==> src/rtl/bist_seq_controller_if.sv <==
`default_nettype none
`timescale 1ns/1ps
// ============================================================================
//  Module   : bist_seq_controller_if
//  Brief    : Request/verdict and sequencing-strobe bundle between the BIST
//             sequence controller (master) and its pattern generator / MISR
//             neighbours (slave).
//  Revision : 1.0 - initial release
// ============================================================================
interface bist_seq_controller_if #(
    parameter int CNT_W = 3,
    parameter int RND_W = 2
);
    logic             start;
    logic             sig_ok;
    logic             init;
    logic             running;
    logic             toggle;
    logic             finish;
    logic             bist_end;
    logic             pass;
    logic [RND_W-1:0] round_idx;
    logic [CNT_W-1:0] pattern_cnt;

    modport master (
        input  start, sig_ok,
        output init, running, toggle, finish, bist_end, pass, round_idx, pattern_cnt
    );

    modport slave (
        output start, sig_ok,
        input  init, running, toggle, finish, bist_end, pass, round_idx, pattern_cnt
    );
endinterface
`default_nettype wire

==> src/rtl/bist_seq_controller.sv <==
`default_nettype none
`timescale 1ns/1ps
// ============================================================================
//  Module   : bist_seq_controller
//  Brief    : Multi-round BIST sequencer. Each accepted start runs N_ROUNDS
//             rounds of INIT -> RUN -> FINISH, then pulses bist_end with the
//             AND of every round's MISR compare result.
//             Optional macro BIST_FAIL_STOP_EN: a failing round ends the
//             sequence immediately instead of running the remaining rounds.
//  Revision : 1.0 - initial release
// ============================================================================
module bist_seq_controller #(
    parameter int N_PATTERNS    = 8,
    parameter int INIT_CYCLES   = 2,
    parameter int N_ROUNDS      = 4,
    parameter int TOGGLE_PERIOD = 4,
    parameter int CNT_W         = (N_PATTERNS > 1) ? $clog2(N_PATTERNS) : 1,
    parameter int RND_W         = (N_ROUNDS > 1) ? $clog2(N_ROUNDS) : 1
) (
    input  logic                  clk,
    input  logic                  reset,
    bist_seq_controller_if.master bus
);

    localparam int               c_INIT_W    = (INIT_CYCLES > 1) ? $clog2(INIT_CYCLES) : 1;
    localparam logic [c_INIT_W-1:0] c_INIT_LAST = c_INIT_W'(INIT_CYCLES - 1);
    localparam logic [CNT_W-1:0]    c_PCNT_LAST = CNT_W'(N_PATTERNS - 1);
    localparam logic [RND_W-1:0]    c_RND_LAST  = RND_W'(N_ROUNDS - 1);

    typedef enum logic [2:0] {
        S_IDLE   = 3'd0,
        S_INIT   = 3'd1,
        S_RUN    = 3'd2,
        S_FINISH = 3'd3,
        S_DONE   = 3'd4
    } state_t;

    state_t              r_state;
    state_t              w_state_nxt;
    logic                r_start_q;
    logic                r_go;
    logic [c_INIT_W-1:0] r_init_cnt;
    logic [c_INIT_W-1:0] w_init_cnt_nxt;
    logic [CNT_W-1:0]    r_pcnt;
    logic [CNT_W-1:0]    w_pcnt_nxt;
    logic [RND_W-1:0]    r_round;
    logic [RND_W-1:0]    w_round_nxt;
    logic                r_pass;
    logic                w_pass_nxt;
    logic                r_init;
    logic                r_running;
    logic                r_toggle;
    logic                r_finish;
    logic                r_bist_end;
    logic                w_accept;
    logic                w_stop;
    logic                w_toggle_nxt;

    // A start is only a rising edge seen while idle; start_q resets high so a
    // level held through reset release is not mistaken for a new request.
    assign w_accept = bus.start & ~r_start_q & (r_state == S_IDLE);

`ifdef BIST_FAIL_STOP_EN
    assign w_stop = (r_round == c_RND_LAST) | ~bus.sig_ok;
`else
    assign w_stop = (r_round == c_RND_LAST);
`endif

    // Strobe on RUN cycles whose 1-based pattern number is a multiple of the period.
    assign w_toggle_nxt = (w_state_nxt == S_RUN) &&
                          (((32'(w_pcnt_nxt) + 32'd1) % 32'(TOGGLE_PERIOD)) == 32'd0);

    // State register.
    always_ff @(posedge clk) begin
        if (!reset) r_state <= S_IDLE;
        else        r_state <= w_state_nxt;
    end

    // Next-state and next-value logic for the phase counters and verdict.
    always_comb begin
        w_state_nxt    = r_state;
        w_init_cnt_nxt = r_init_cnt;
        w_pcnt_nxt     = r_pcnt;
        w_round_nxt    = r_round;
        w_pass_nxt     = r_pass;
        case (r_state)
            S_IDLE: begin
                if (r_go) begin
                    w_state_nxt    = S_INIT;
                    w_init_cnt_nxt = '0;
                    w_round_nxt    = '0;
                    w_pass_nxt     = 1'b1;
                end
            end
            S_INIT: begin
                if (r_init_cnt == c_INIT_LAST) begin
                    w_state_nxt = S_RUN;
                    w_pcnt_nxt  = '0;
                end else begin
                    w_init_cnt_nxt = r_init_cnt + 1'b1;
                end
            end
            S_RUN: begin
                if (r_pcnt == c_PCNT_LAST) w_state_nxt = S_FINISH;
                else                       w_pcnt_nxt  = r_pcnt + 1'b1;
            end
            S_FINISH: begin
                w_pass_nxt = r_pass & bus.sig_ok;
                if (w_stop) begin
                    w_state_nxt = S_DONE;
                end else begin
                    w_state_nxt    = S_INIT;
                    w_round_nxt    = r_round + 1'b1;
                    w_init_cnt_nxt = '0;
                end
            end
            S_DONE:  w_state_nxt = S_IDLE;
            default: w_state_nxt = S_IDLE;
        endcase
    end

    // Counters, verdict and phase outputs, registered alongside the state so
    // every output lines up with the state it describes.
    always_ff @(posedge clk) begin
        if (!reset) begin
            r_start_q  <= 1'b1;
            r_go       <= 1'b0;
            r_init_cnt <= '0;
            r_pcnt     <= '0;
            r_round    <= '0;
            r_pass     <= 1'b0;
            r_init     <= 1'b0;
            r_running  <= 1'b0;
            r_toggle   <= 1'b0;
            r_finish   <= 1'b0;
            r_bist_end <= 1'b0;
        end else begin
            r_start_q  <= bus.start;
            r_go       <= w_accept;
            r_init_cnt <= w_init_cnt_nxt;
            r_pcnt     <= w_pcnt_nxt;
            r_round    <= w_round_nxt;
            r_pass     <= w_pass_nxt;
            r_init     <= (w_state_nxt == S_INIT);
            r_running  <= (w_state_nxt == S_RUN);
            r_toggle   <= w_toggle_nxt;
            r_finish   <= (w_state_nxt == S_FINISH);
            r_bist_end <= (w_state_nxt == S_DONE);
        end
    end

    assign bus.init        = r_init;
    assign bus.running     = r_running;
    assign bus.toggle      = r_toggle;
    assign bus.finish      = r_finish;
    assign bus.bist_end    = r_bist_end;
    assign bus.pass        = r_pass;
    assign bus.round_idx   = r_round;
    assign bus.pattern_cnt = r_pcnt;

endmodule
`default_nettype wire
==> src/flat_wrapper.sv <==
// flat-port wrapper written by rule: the top's interface ports become plain ports
module bist_seq_controller_flat 
#(
    parameter int N_PATTERNS    = 8,
    parameter int INIT_CYCLES   = 2,
    parameter int N_ROUNDS      = 4,
    parameter int TOGGLE_PERIOD = 4,
    parameter int CNT_W         = (N_PATTERNS > 1) ? $clog2(N_PATTERNS) : 1,
    parameter int RND_W         = (N_ROUNDS > 1) ? $clog2(N_ROUNDS) : 1
)
  (clk, reset, bus_start, bus_sig_ok, bus_init, bus_running, bus_toggle, bus_finish, bus_bist_end, bus_pass, bus_round_idx, bus_pattern_cnt);
  bist_seq_controller_if #(.CNT_W(CNT_W), .RND_W(RND_W)) bus_i ();
  input  logic clk;
  input  logic reset;
  input wire logic [$bits(bus_i.start)-1:0] bus_start;
  input wire logic [$bits(bus_i.sig_ok)-1:0] bus_sig_ok;
  output wire logic [$bits(bus_i.init)-1:0] bus_init;
  output wire logic [$bits(bus_i.running)-1:0] bus_running;
  output wire logic [$bits(bus_i.toggle)-1:0] bus_toggle;
  output wire logic [$bits(bus_i.finish)-1:0] bus_finish;
  output wire logic [$bits(bus_i.bist_end)-1:0] bus_bist_end;
  output wire logic [$bits(bus_i.pass)-1:0] bus_pass;
  output wire logic [$bits(bus_i.round_idx)-1:0] bus_round_idx;
  output wire logic [$bits(bus_i.pattern_cnt)-1:0] bus_pattern_cnt;
  assign bus_i.start = bus_start;
  assign bus_i.sig_ok = bus_sig_ok;
  assign bus_init = bus_i.init;
  assign bus_running = bus_i.running;
  assign bus_toggle = bus_i.toggle;
  assign bus_finish = bus_i.finish;
  assign bus_bist_end = bus_i.bist_end;
  assign bus_pass = bus_i.pass;
  assign bus_round_idx = bus_i.round_idx;
  assign bus_pattern_cnt = bus_i.pattern_cnt;
  bist_seq_controller #(.N_PATTERNS(N_PATTERNS), .INIT_CYCLES(INIT_CYCLES), .N_ROUNDS(N_ROUNDS), .TOGGLE_PERIOD(TOGGLE_PERIOD), .CNT_W(CNT_W), .RND_W(RND_W)) u_core (.clk(clk), .reset(reset), .bus(bus_i));
endmodule
==> config.mk <==
export PLATFORM = sky130hd
export DESIGN_NAME = bist_seq_controller_flat
export DESIGN_NICKNAME = d
export VERILOG_FILES = /design/src/rtl/bist_seq_controller_if.sv /design/src/rtl/bist_seq_controller.sv /design/src/flat_wrapper.sv
export SDC_FILE = /design/constraint.sdc
export NUM_CORES = 1
export LEC_CHECK = 0
export CAP_MARGIN = 15
export CORE_UTILIZATION = 44
export DETAILED_ROUTE_END_ITERATION = 10
export GPL_ROUTABILITY_DRIVEN = 0
export PLACE_DENSITY_LB_ADDON = 0.3
export SLEW_MARGIN = 20
export SYNTH_ARGS = -nofsm -noshare
export SYNTH_HDL_FRONTEND = slang
export SYNTH_SLANG_ARGS = --single-unit
==> constraint.sdc <==
create_clock -name clk -period 4.2 [get_ports clk]
set_input_delay 0.84 -clock clk [delete_from_list [all_inputs] [get_ports clk]]
set_output_delay 0.84 -clock clk [all_outputs]
set_load 0.05 [all_outputs]
---- Word level (Yosys, flattened, before mapping) ----
Index checks and enable logic that the tools add are counted.
operators by class
  add/subtract/negate cells ............... 4
  $mul .................................... 0
  div/mod/pow operators ................... 0
  order comparisons ....................... 0
  equal/unequal tests ..................... 11
  shift operators ......................... 0
  mux-type cells .......................... 17
  bitwise operators ....................... 4
  reductions and logical operators ........ 8
operators by type and width
  kind                                                 number
  zero test 32 bit                                     1
  2-to-1 mux 3 bit                                     6
  equality test 3 x 2 -> 1 bit, second input constant  4
  one-hot mux 3 bit (4 select lines)                   1
  equality test 3 x 1 -> 1 bit, second input constant  2
  equality test 3 bit, second input constant           2
  one-hot mux 3 bit (2 select lines)                   1
  AND reduction 3 bit                                  2
  adder 2 x 1 -> 2 bit, second input constant          2
  2-to-1 mux 1 bit                                     4
  2-to-1 mux 2 bit                                     2
  one-hot mux 2 bit (2 select lines)                   1
  adder 3 x 1 -> 3 bit, second input constant          1
  bitwise AND 1 bit                                    3
  zero test 3 bit                                      1
  one-hot mux 1 bit (3 select lines)                   1
  nonzero test 3 bit                                   1
  equality test 2 bit, second input constant           1
  != test 2 x 1 -> 1 bit, second input constant        1
  != test 2 bit, second input constant                 1
  one-hot mux 1 bit (2 select lines)                   1
  AND reduction 2 bit                                  1
  nonzero test 2 bit                                   1
  adder 1 bit, second input constant                   1
  other kinds (2)                                      2
word-level totals
  register bits ........................... 17
  latch bits .............................. 0
  memory bits (writable) .................. 0
  ROM bits ................................ 0
  input port bits ......................... 4
  word-level logic and storage cells ...... 56
  memories ................................ 0

---- Logic depth before layout (Yosys ltp) ----
Gate-level depths: netlist of run 1.
  depth in word-level cells ............... 6
  depth in mapped cells ................... 5
  mapped depth without buffers ............ 5

---- Worst setup path before layout of run 1 ----
No wires, ideal clock.
  path kind ............................... reg-to-reg
  start point ............................. reg u_core.r_pcnt[0] (netlist: u_core.bus.pattern_cnt[0])
  end point ............................... reg u_core.r_pcnt[2] (netlist: u_core.bus.pattern_cnt[2])
  library setup time ...................... 0.117 ns
  arrival ................................. 1.786 ns
  data required time ...................... 4.083 ns
  setup slack ............................. 2.296 ns
  stages on the path, launching flop included .. 6
  path buffers ............................ 0
  path through ............................ dfxtp_1 -> ha_1 -> ha_1 -> or3b_4 -> a21o_1 -> a32o_1
between the ends
  word-level cells in the longest chain between the ends .. 3
ends and longest elaborated chain
  item                                                                RTL line                                                source
  start: declaration                                                  bist_seq_controller.sv:44                               logic [CNT_W-1:0] r_pcnt;
  start signal: assignment                                            bist_seq_controller.sv:141                              r_pcnt <= w_pcnt_nxt;
  adder 3 x 1 -> 3 bit / equality test 3 bit (equally long branches)  bist_seq_controller.sv:105, bist_seq_controller.sv:104
  2-to-1 mux 3 bit *                                                  bist_seq_controller.sv:104                              if (r_pcnt == c_PCNT_LAST) w_state_nxt = S_FINISH;
  one-hot mux 3 bit (2 select lines) *                                bist_seq_controller.sv:86                               case (r_state)
Mark *: on every way between the ends. The rest lies on a longest branch, timed or not.
A chain may end at the register's enable or synchronous reset.

---- Worst setup path after layout of run 1 ----
  start point ............................. reg u_core.r_pcnt[0] (netlist: u_core.bus.pattern_cnt[0])
  end point ............................... out bus_pattern_cnt[0]
RTL lines
  item              RTL line            source
  end: declaration  flat_wrapper.sv:24  output wire logic [$bits(bus_i.pattern_cnt)-1:0] bus_pattern_cnt;
No word-level cell between the ends.

==> metrics.txt, run 1 <==
status=finished clean; DRC viols=0; vias in the first global route=471; CTS Sinks=17; I/O Buffers=14; total number of vias=567; CP Depth=1; Lkg Pwr=0.000346 uW; PwrDens=300 mW/mm^2; WS Path Type=flip-flop to output port; row cnt=14; sequential cell area fraction in the yosys report=46.6%; Final Hold Fails=0; met1 usage=20.1%; critical path peak fanout=5; Peak VDD IR=0.185 mV; Highest Clock Rate=419 MHz; cell family with most CP delay=buffers and inverters; Netlist cell types=31; H-Tree Depth=1; CTS tree=built; R2R Setup Slk=2.45 ns; actual slew at the worst max-slew pin=0.490 ns; setup tns final=0 ns; initial core utilization=47.9%; pin count of the biggest net entering global routing=14; Antenna Nets Post-Route=0; synthesized area=731 sq um; Die Y=42.8 microns; GRT Residual Overflow=0; Setup Buffers After CTS=0; DIE AREA=0.00183 sq mm; startpoint types=flip-flop; Rel. slew slack=67.2%; CORE AREA=0.00152 sq mm; CTS root buf=clkbuf_4; Worst Setup End Kind=output port; Placed Area=872 sq um; crit path DAT=1.55 ns; gr busiest metal=met2; RSZ-0062 raised after global routing=false; Initial DRC Count=7; max-slew violation count=0; Reg clk slew, reported paths=0.09 ns; Mean Syn Cell Area=10.0 sq um; # hold bufs at CTS=0; Seq cells post-synth=17; dpl hpwl=883 microns; dpl cells=99; Setup-failing EPs final=0; Worst Hold Class=flip-flop to flip-flop; CTS buffer count=3; Critical Path Max Stage Delay=0.83 ns; Routed WL per cell=11.7 microns; Post-CTS Resized=0; DR vias/cell=5.50; Critical Path Slowest Stage Cell=clkdlybuf4s50_1; share of layout cells above drive strength 1=9.20%; Detailed Routing Iterations Pass 1=4; CP required=3.36 ns; post-route insts no fill=103; post-route cell area=898 sq um; post-layout min period=2.39 ns; max-cap violations=0; fin crit share=56.8%; Detailed Route WL=1210 microns; layout overhead on the synthesized area=22.9%; Boundary Pins=15; worst skew pair latency=0.29 ns; Ant. Diodes=0; first-pass GRT wire length=2030 microns; CP bufs+invs=1; initial antenna violation count=0; GRT Util Overall=15.0%; Fill cells=125; met2 GRT Util=21.2%; Yosys Warn Count=0; hold path depth=1; R2R depth=5; NumNets Final=95; met3 usage=5.11%; cells along the critical path=clkdlybuf4s50_1; Worst Skew=0.00191 ns; Die X=42.8 microns; post-synthesis cell count=73; syn nets=80; clock buffer depth=2
## cells in the final DEF (no fill, tap or decap)
cell and count:
or3b_4 1, nor3_1 2, o31ai_1 1, a21oi_1 6, nand3b_1 1, o21ai_0 1
or4b_4 1, nand2_1 4, nor2_1 7, a21o_1 1, mux2i_1 2, nand2b_1 3
a32o_1 1, inv_1 3, and4bb_1 1, nor3b_1 2, nor4bb_1 1, o32ai_1 1
nor2b_1 1, and3b_1 1, xnor2_1 1, clkdlybuf4s50_1 14, or3_1 1, dfxtp_1 17
clkbuf_4 3, o2bb2ai_1 1, a22oi_1 1, clkbuf_1 1, ha_1 3, nand3b_2 1
nor3b_2 2, mux2_1 1
## per-stage QoR
step	hold slack [ns]	util [%]	setup WS (ns)	power (uW)
6_report	0.399	58.9	1.81	270
5_1_grt	0.418	58.9	1.76	283
4_1_cts	0.402	58.9	1.81	274
3_5_place_dp	0.388	57.2	2.02	189
3_3_place_gp	0.392	57.2	2.08	189
2_1_floorplan	0.374	-	2.30	183
## area by class of cell
cell class | count | area (sq um) | area share, %
sequential | 17 | 340 | 37.9
clock buffer | 4 | 26.3 | 2.92
inverter | 3 | 11.3 | 1.25
timing repair buffer | 14 | 140 | 15.6
multi-input combinational | 49 | 360 | 40.1
tap | 16 | 20.0 | 2.23
## cell families (layout without fill, tap and decap cells)
logic type / Yosys count / in the layout / share of synthesized area, %
adders and majority gates: 3 / 3 / 5.14
xor gates and xnor gates: 1 / 1 / 1.20
and+or+nand+nor: 29 / 29 / 27.1
DFF: 17 / 17 / 46.6
buffers and inverters: 7 / 21 / 4.11
AOI/OAI and AO/OA: 13 / 13 / 11.6
muxes: 3 / 3 / 4.28
## cell usage after synthesis
cell	instances	area share [%]
dfxtp_1	17	47
nor2_1	7	3.6
a21oi_1	6	4.1
nand2_1	4	2.1
buf_2	3	2.1
ha_1	3	5.1
inv_1	3	1.5
nand2b_1	3	2.6
mux2i_1	2	2.7
nor3_1	2	1.4
nor3b_1	2	2.1
nor3b_2	2	3.4
a21o_1	1	1.0
a22oi_1	1	1.0
a32o_1	1	1.4
and3b_1	1	1.2
and4bb_1	1	1.7
clkbuf_1	1	0.51
mux2_1	1	1.5
nand3b_1	1	1.0
nand3b_2	1	1.5
nor2b_1	1	0.86
nor4bb_1	1	1.4
o21ai_0	1	0.68
o2bb2ai_1	1	1.2
o31ai_1	1	1.0
o32ai_1	1	1.2
or3_1	1	0.86
or3b_4	1	1.5
or4b_4	1	1.9
xnor2_1	1	1.2
## flip-flops by register name, indices dropped and copies added (netlist names)
name / flops
u_core.bus.pattern_cnt: 3
u_core.r_state: 3
u_core.bus.round_idx: 2
u_core.bus.bist_end: 1
u_core.bus.finish: 1
u_core.bus.init: 1
u_core.bus.pass: 1
u_core.bus.running: 1
u_core.bus.toggle: 1
u_core.r_go: 1
u_core.r_init_cnt: 1
u_core.r_start_q: 1
## routing by layer
metal,wire length (microns),part of all wire (%)
met3,76,6.3
met5,0,0
met4,14,1.2
met2,543,45
met1,576,48
## worst paths after layout
kind	from	endpoint
max	u_core.bus.pattern_cnt[0]	bus_pattern_cnt[0]
min	u_core.r_start_q	u_core.r_go
max reg2reg	u_core.bus.pattern_cnt[0]	u_core.bus.pattern_cnt[2]
min reg2reg	u_core.r_start_q	u_core.r_go
## where the power goes
group | internal [uW] | leakage (uW) | switching [uW] | total [uW]
Sequential | 164 | 0.000138 | 2.69 | 167
Combinational | 8.57 | 0.000193 | 9.89 | 18.5
Clock | 37.0 | 0.0000150 | 47.7 | 84.6
(Power assumes the default switching activity.)
==> run 2: changes to the inputs <==
Settings changed: CORE_UTILIZATION 44 to 43.
Clock period 4.2 ns to 2.1 ns, I/O delays scaled along.
==> run 2 against run 1 <==
Effect of this change: final cell count grew 0.97%; critical endpoint unchanged; total power grew 100%; combinational power grew 110%; via count shrank 3.4%; register-to-register slack lost 2.1 ns.
==> metrics.txt, run 2 (synthesized netlist as in run 1, its figures left out) <==
CTS buffer count=3 (unchanged); DIE AREA=0.00187 sq mm (was 0.00183 sq mm); Flop pwr share=61.1% (was 61.8%); post-layout min period=1.97 ns; Boundary Pins=15 (unchanged); most common cell after layout, fill and taps aside=dfxtp_1 (unchanged); max-cap violations=0 (unchanged); WHS Endpoint=u_core.r_go (unchanged); cell family with most CP delay=buffers and inverters (unchanged); max-slew violation count=0 (unchanged); Ant. Diodes=0 (unchanged); post-route insts no fill=104 (was 103); Detailed Route WL=1250 microns (was 1210 microns); actual slew at the worst max-slew pin=0.499 ns (was 0.490 ns); dpl hpwl=935 microns (was 883 microns); WS Path Type=flip-flop to output port (unchanged); hold path depth=1 (unchanged); cells along the critical path=clkdlybuf4s50_1 (unchanged); Worst Setup End Kind=output port (unchanged); Reg clk slew, reported paths=0.09 ns (about the same); # hold bufs at CTS=0 (unchanged); post-route cell area=906 sq um (was 898 sq um); clock buffer depth=2 (unchanged); CTS root buf=clkbuf_4 (unchanged); Die Y=43.2 microns (was 42.8 microns); PwrDens=602 mW/mm^2 (was 300 mW/mm^2); CP bufs+invs=1 (unchanged); P_sw=125 uW (was 60.2 uW); Comb pwr share=7.0% (was 6.8%); commonest non-fill, non-tap cells in the layout=dfxtp_1 (17), clkdlybuf4s50_1 (14), nor2_1 (7), a21oi_1 (6), nand2_1 (4) (unchanged); pin count of the biggest net entering global routing=14 (unchanged); Critical Path Slowest Stage Cell=clkdlybuf4s50_1 (unchanged); Routed WL per cell=12.0 microns (was 11.7 microns); reg-to-reg critical path endpoint=u_core.bus.pattern_cnt[2] (unchanged); Lkg Pwr=0.000351 uW (was 0.000346 uW); Worst Skew=0.000861 ns (was 0.00191 ns); Detailed Routing Iterations Pass 1=3 (was 4); Post-CTS Resized=0 (unchanged); Min-Delay Startpoint=u_core.r_start_q (unchanged); Peak VDD IR=0.344 mV (was 0.185 mV); layout overhead on the synthesized area=24.0% (was 22.9%); fin crit share=93.9%; RSZ-0062 raised after global routing=false (unchanged); R2R Setup Slk=0.35 ns (was 2.45 ns); Antenna Nets Post-Route=0 (unchanged); Highest Clock Rate=507 MHz; Final Hold Fails=0 (unchanged); NumNets Final=96 (was 95); Die X=43.2 microns (was 42.8 microns); Placed Area=880 sq um (was 872 sq um); initial core utilization=47.4% (was 47.9%); Setup Buffers After CTS=0 (unchanged); total number of vias=548 (was 567); dpl cells=100 (was 99); sw frac=22.9% (was 22.3%); vias in the first global route=530 (was 471); row cnt=14 (unchanged); Critical Path Max Stage Delay=0.83 ns (about the same); Worst Hold Class=flip-flop to flip-flop (unchanged); CP required=1.68 ns (was 3.36 ns); Rel. slew slack=66.6% (was 67.2%); first-pass GRT wire length=2160 microns (was 2030 microns); Setup-failing EPs final=0 (unchanged); CP Depth=1 (unchanged); R2R depth=5 (unchanged); crit path DAT=1.55 ns (about the same); worst hold slack=0.395 ns (was 0.399 ns); CTS Sinks=17 (unchanged); CORE AREA=0.00154 sq mm (was 0.00152 sq mm); GRT Residual Overflow=0 (unchanged); share of layout cells above drive strength 1=10.2% (was 9.20%); I/O Buffers=14 (unchanged); status=finished clean (unchanged); Reg-to-Reg Start=u_core.bus.pattern_cnt[0] (unchanged); GRT Util Overall=15.6% (was 15.0%); DRC viols=0 (unchanged); critical path peak fanout=5 (unchanged); initial antenna violation count=0 (unchanged); worst skew pair latency=0.29 ns (about the same); CTS tree=built (unchanged); clock share of power=31.9% (was 31.4%); Initial DRC Count=8 (was 7); H-Tree Depth=1 (unchanged); startpoint types=flip-flop (unchanged); Final Core Density=58.8% (was 58.9%); DR vias/cell=5.27 (was 5.50); setup tns final=0 ns (unchanged); P_int=420 uW (was 210 uW)
[run 2: how the worst max path moves through the flow]
stage	start	to	slack (ns)
after floorplan	u_core.bus.pattern_cnt[0]	u_core.bus.pattern_cnt[2]	0.20
after global placement	u_core.bus.pattern_cnt[0]	u_core.bus.pattern_cnt[2]	0.42
after detailed placement	u_core.bus.pattern_cnt[0]	u_core.bus.pattern_cnt[2]	0.38
after CTS	u_core.bus.pattern_cnt[0]	bus_pattern_cnt[0]	0.13
after global routing	u_core.bus.pattern_cnt[0]	bus_pattern_cnt[0]	0.07
final	u_core.bus.pattern_cnt[0]	bus_pattern_cnt[0]	0.13
[run 2: power groups by stage]
stage	Combinational [uW]	Sequential, uW	Clock (uW)
6_report	38.1	333	174
3_5_place_dp	38.3	341	0
4_1_cts	38.3	334	179
5_1_grt	41.9	334	194
3_3_place_gp	38.0	341	0
2_1_floorplan	20.8	345	0
[run 2: per-layer routing]
layer,track usage [%],up-vias,part of all wire [%]
li1,-,287,-
met1,19.5,248,48
met2,25.1,11,48
met3,2.55,2,3.1
met4,9.09,0,1.8
met5,0,-,0
[run 2: cell type report]
class                      count  area, sq um
tap                           16         20.0
timing repair buffer          15          148
clock buffer                   4         26.3
inverter                       3         11.3
fill                         124          636
sequential                    17          340
multi-input combinational     49          360
[run 2: through the flow]
stage	worst slack (ns)	total power [uW]
2_1_floorplan	0.196	365
6_report	0.129	545
5_1_grt	0.0729	570
3_3_place_gp	0.419	379
4_1_cts	0.128	551
3_5_place_dp	0.382	379
==> run 3: changes to the inputs <==
Settings changed: CELL_PAD_IN_SITES_DETAIL_PLACEMENT set to 1, CELL_PAD_IN_SITES_GLOBAL_PLACEMENT set to 1, CORE_UTILIZATION 43 to 33.
==> run 3 against run 2 <==
Effect of this change: setup slack gained 0.015 ns; sequential cell count did not move; hold slack better by 0.0039 ns; largest cell class unchanged.
==> metrics.txt, run 3 (synthesized netlist as in run 1, its figures left out) <==
status=finished clean (unchanged); Final Hold Fails=0 (unchanged); gr busiest metal=met2 (unchanged); initial core utilization=36.1% (was 47.4%); WS Path Type=flip-flop to output port (unchanged); share of layout cells above drive strength 1=10.3% (was 10.2%); met1 usage=18.1% (was 19.5%); PwrDens=601 mW/mm^2 (was 602 mW/mm^2); actual slew at the worst max-slew pin=0.493 ns (was 0.499 ns); most common cell after layout, fill and taps aside=dfxtp_1 (unchanged); Initial DRC Count=4 (was 8); cells along the critical path=clkdlybuf4s50_1 (unchanged); Worst Hold Class=flip-flop to flip-flop (unchanged); GRT Residual Overflow=0 (unchanged); H-Tree Depth=1 (unchanged); Antenna Nets Post-Route=0 (unchanged); max-cap violations=0 (unchanged); Critical Path Max Stage Delay=0.83 ns (about the same); CP bufs+invs=1 (unchanged); Rel. slew slack=67.0% (was 66.6%); Worst Skew=0.00364 ns (was 0.000861 ns); Fill cells=235 (was 124); Highest Clock Rate=511 MHz (was 507 MHz); Detailed Routing Iterations Pass 1=3 (unchanged); Total Power=549 uW (was 545 uW); post-layout min period=1.96 ns (was 1.97 ns); # hold bufs at CTS=0 (unchanged); Ant. Diodes=0 (unchanged); startpoint types=flip-flop (unchanged); Detailed Route WL=1490 microns (was 1250 microns); fin crit share=93.1% (was 93.9%); dpl cells=110 (was 100); NumNets Final=95 (was 96); layout overhead on the synthesized area=25.0% (was 24.0%); CP required=1.68 ns (about the same); GRT Util Overall=14.3% (was 15.6%); Boundary Pins=15 (unchanged); CTS Sinks=17 (unchanged); Setup-failing EPs final=0 (unchanged); Worst Setup End Kind=output port (unchanged); CTS root buf=clkbuf_4 (unchanged); I/O Buffers=14 (unchanged); total number of vias=558 (was 548); Peak VDD IR=0.306 mV (was 0.344 mV); Die X=49.1 microns (was 43.2 microns); cell family with most CP delay=buffers and inverters (unchanged); CORE AREA=0.00202 sq mm (was 0.00154 sq mm); critical path peak fanout=5 (unchanged); Lkg Pwr=0.000349 uW (was 0.000351 uW); DIE AREA=0.00241 sq mm (was 0.00187 sq mm); dpl hpwl=1120 microns (was 935 microns); pin count of the biggest net entering global routing=14 (unchanged); worst skew pair latency=0.29 ns (about the same); Post-CTS Resized=0 (unchanged); clock buffer depth=2 (unchanged); CTS buffer count=3 (unchanged); initial antenna violation count=0 (unchanged); Die Y=49.1 microns (was 43.2 microns); commonest non-fill, non-tap cells in the layout=dfxtp_1 (17), clkdlybuf4s50_1 (14), nor2_1 (7), a21oi_1 (6), nand2_1 (4) (unchanged); Setup Buffers After CTS=0 (unchanged); worst hold slack=0.399 ns (was 0.395 ns); Routed WL per cell=13.1 microns (was 12.0 microns); crit path DAT=1.54 ns (was 1.55 ns); met3 usage=3.74% (was 2.55%); Reg clk slew, reported paths=0.10 ns (was 0.09 ns); first-pass GRT wire length=2550 microns (was 2160 microns); RSZ-0062 raised after global routing=false (unchanged); max-slew violation count=0 (unchanged); setup tns final=0 ns (unchanged); R2R Setup Slk=0.36 ns (was 0.35 ns); post-route insts no fill=114 (was 104); DRC viols=0 (unchanged); DR vias/cell=4.89 (was 5.27); Critical Path Slowest Stage Cell=clkdlybuf4s50_1 (unchanged); row cnt=16 (was 14); CTS tree=built (unchanged); vias in the first global route=542 (was 530); met2 GRT Util=22.9% (was 25.1%)
## run 3: final timing paths
check	depth (start not counted)	to	start
worst max-delay path	1	bus_pattern_cnt[0]	u_core.bus.pattern_cnt[0]
worst min-delay path	1	u_core.r_go	u_core.r_start_q
worst max register to register	5	u_core.bus.pattern_cnt[2]	u_core.bus.pattern_cnt[0]
worst min register to register	1	u_core.r_go	u_core.r_start_q
## run 3: area by class of cell
cell class	instances	area (sq um)	area share, %
Inverter	3	11.3	1.23
Multi-Input combinational cell	49	360	39.5
Tap cell	27	33.8	3.70
Clock buffer	3	22.5	2.47
Clock inverter	1	5.00	0.548
Sequential cell	17	340	37.3
Timing Repair Buffer	14	140	15.3
## run 3: layer usage
metal	up-vias	routed length, microns
met2	11	702
li1	283	-
met1	262	724
met5	-	0
met4	0	14
met3	2	50
## run 3: through the flow
step | setup slack (ns) | util [%] | area [sq um]
after floorplan | 0.196 | - | 731
after global placement | 0.305 | 43.8 | 886
after detailed placement | 0.321 | 43.8 | 886
after CTS | 0.125 | 45.2 | 913
after global routing | 0.0722 | 45.2 | 913
final | 0.144 | 45.2 | 913
## run 3: report_power, final
part	switching, uW	internal (uW)	leakage (uW)
registers	5.80	328	0.000138
logic	20.0	17.2	0.000193
clock network	107	70.8	0.0000177
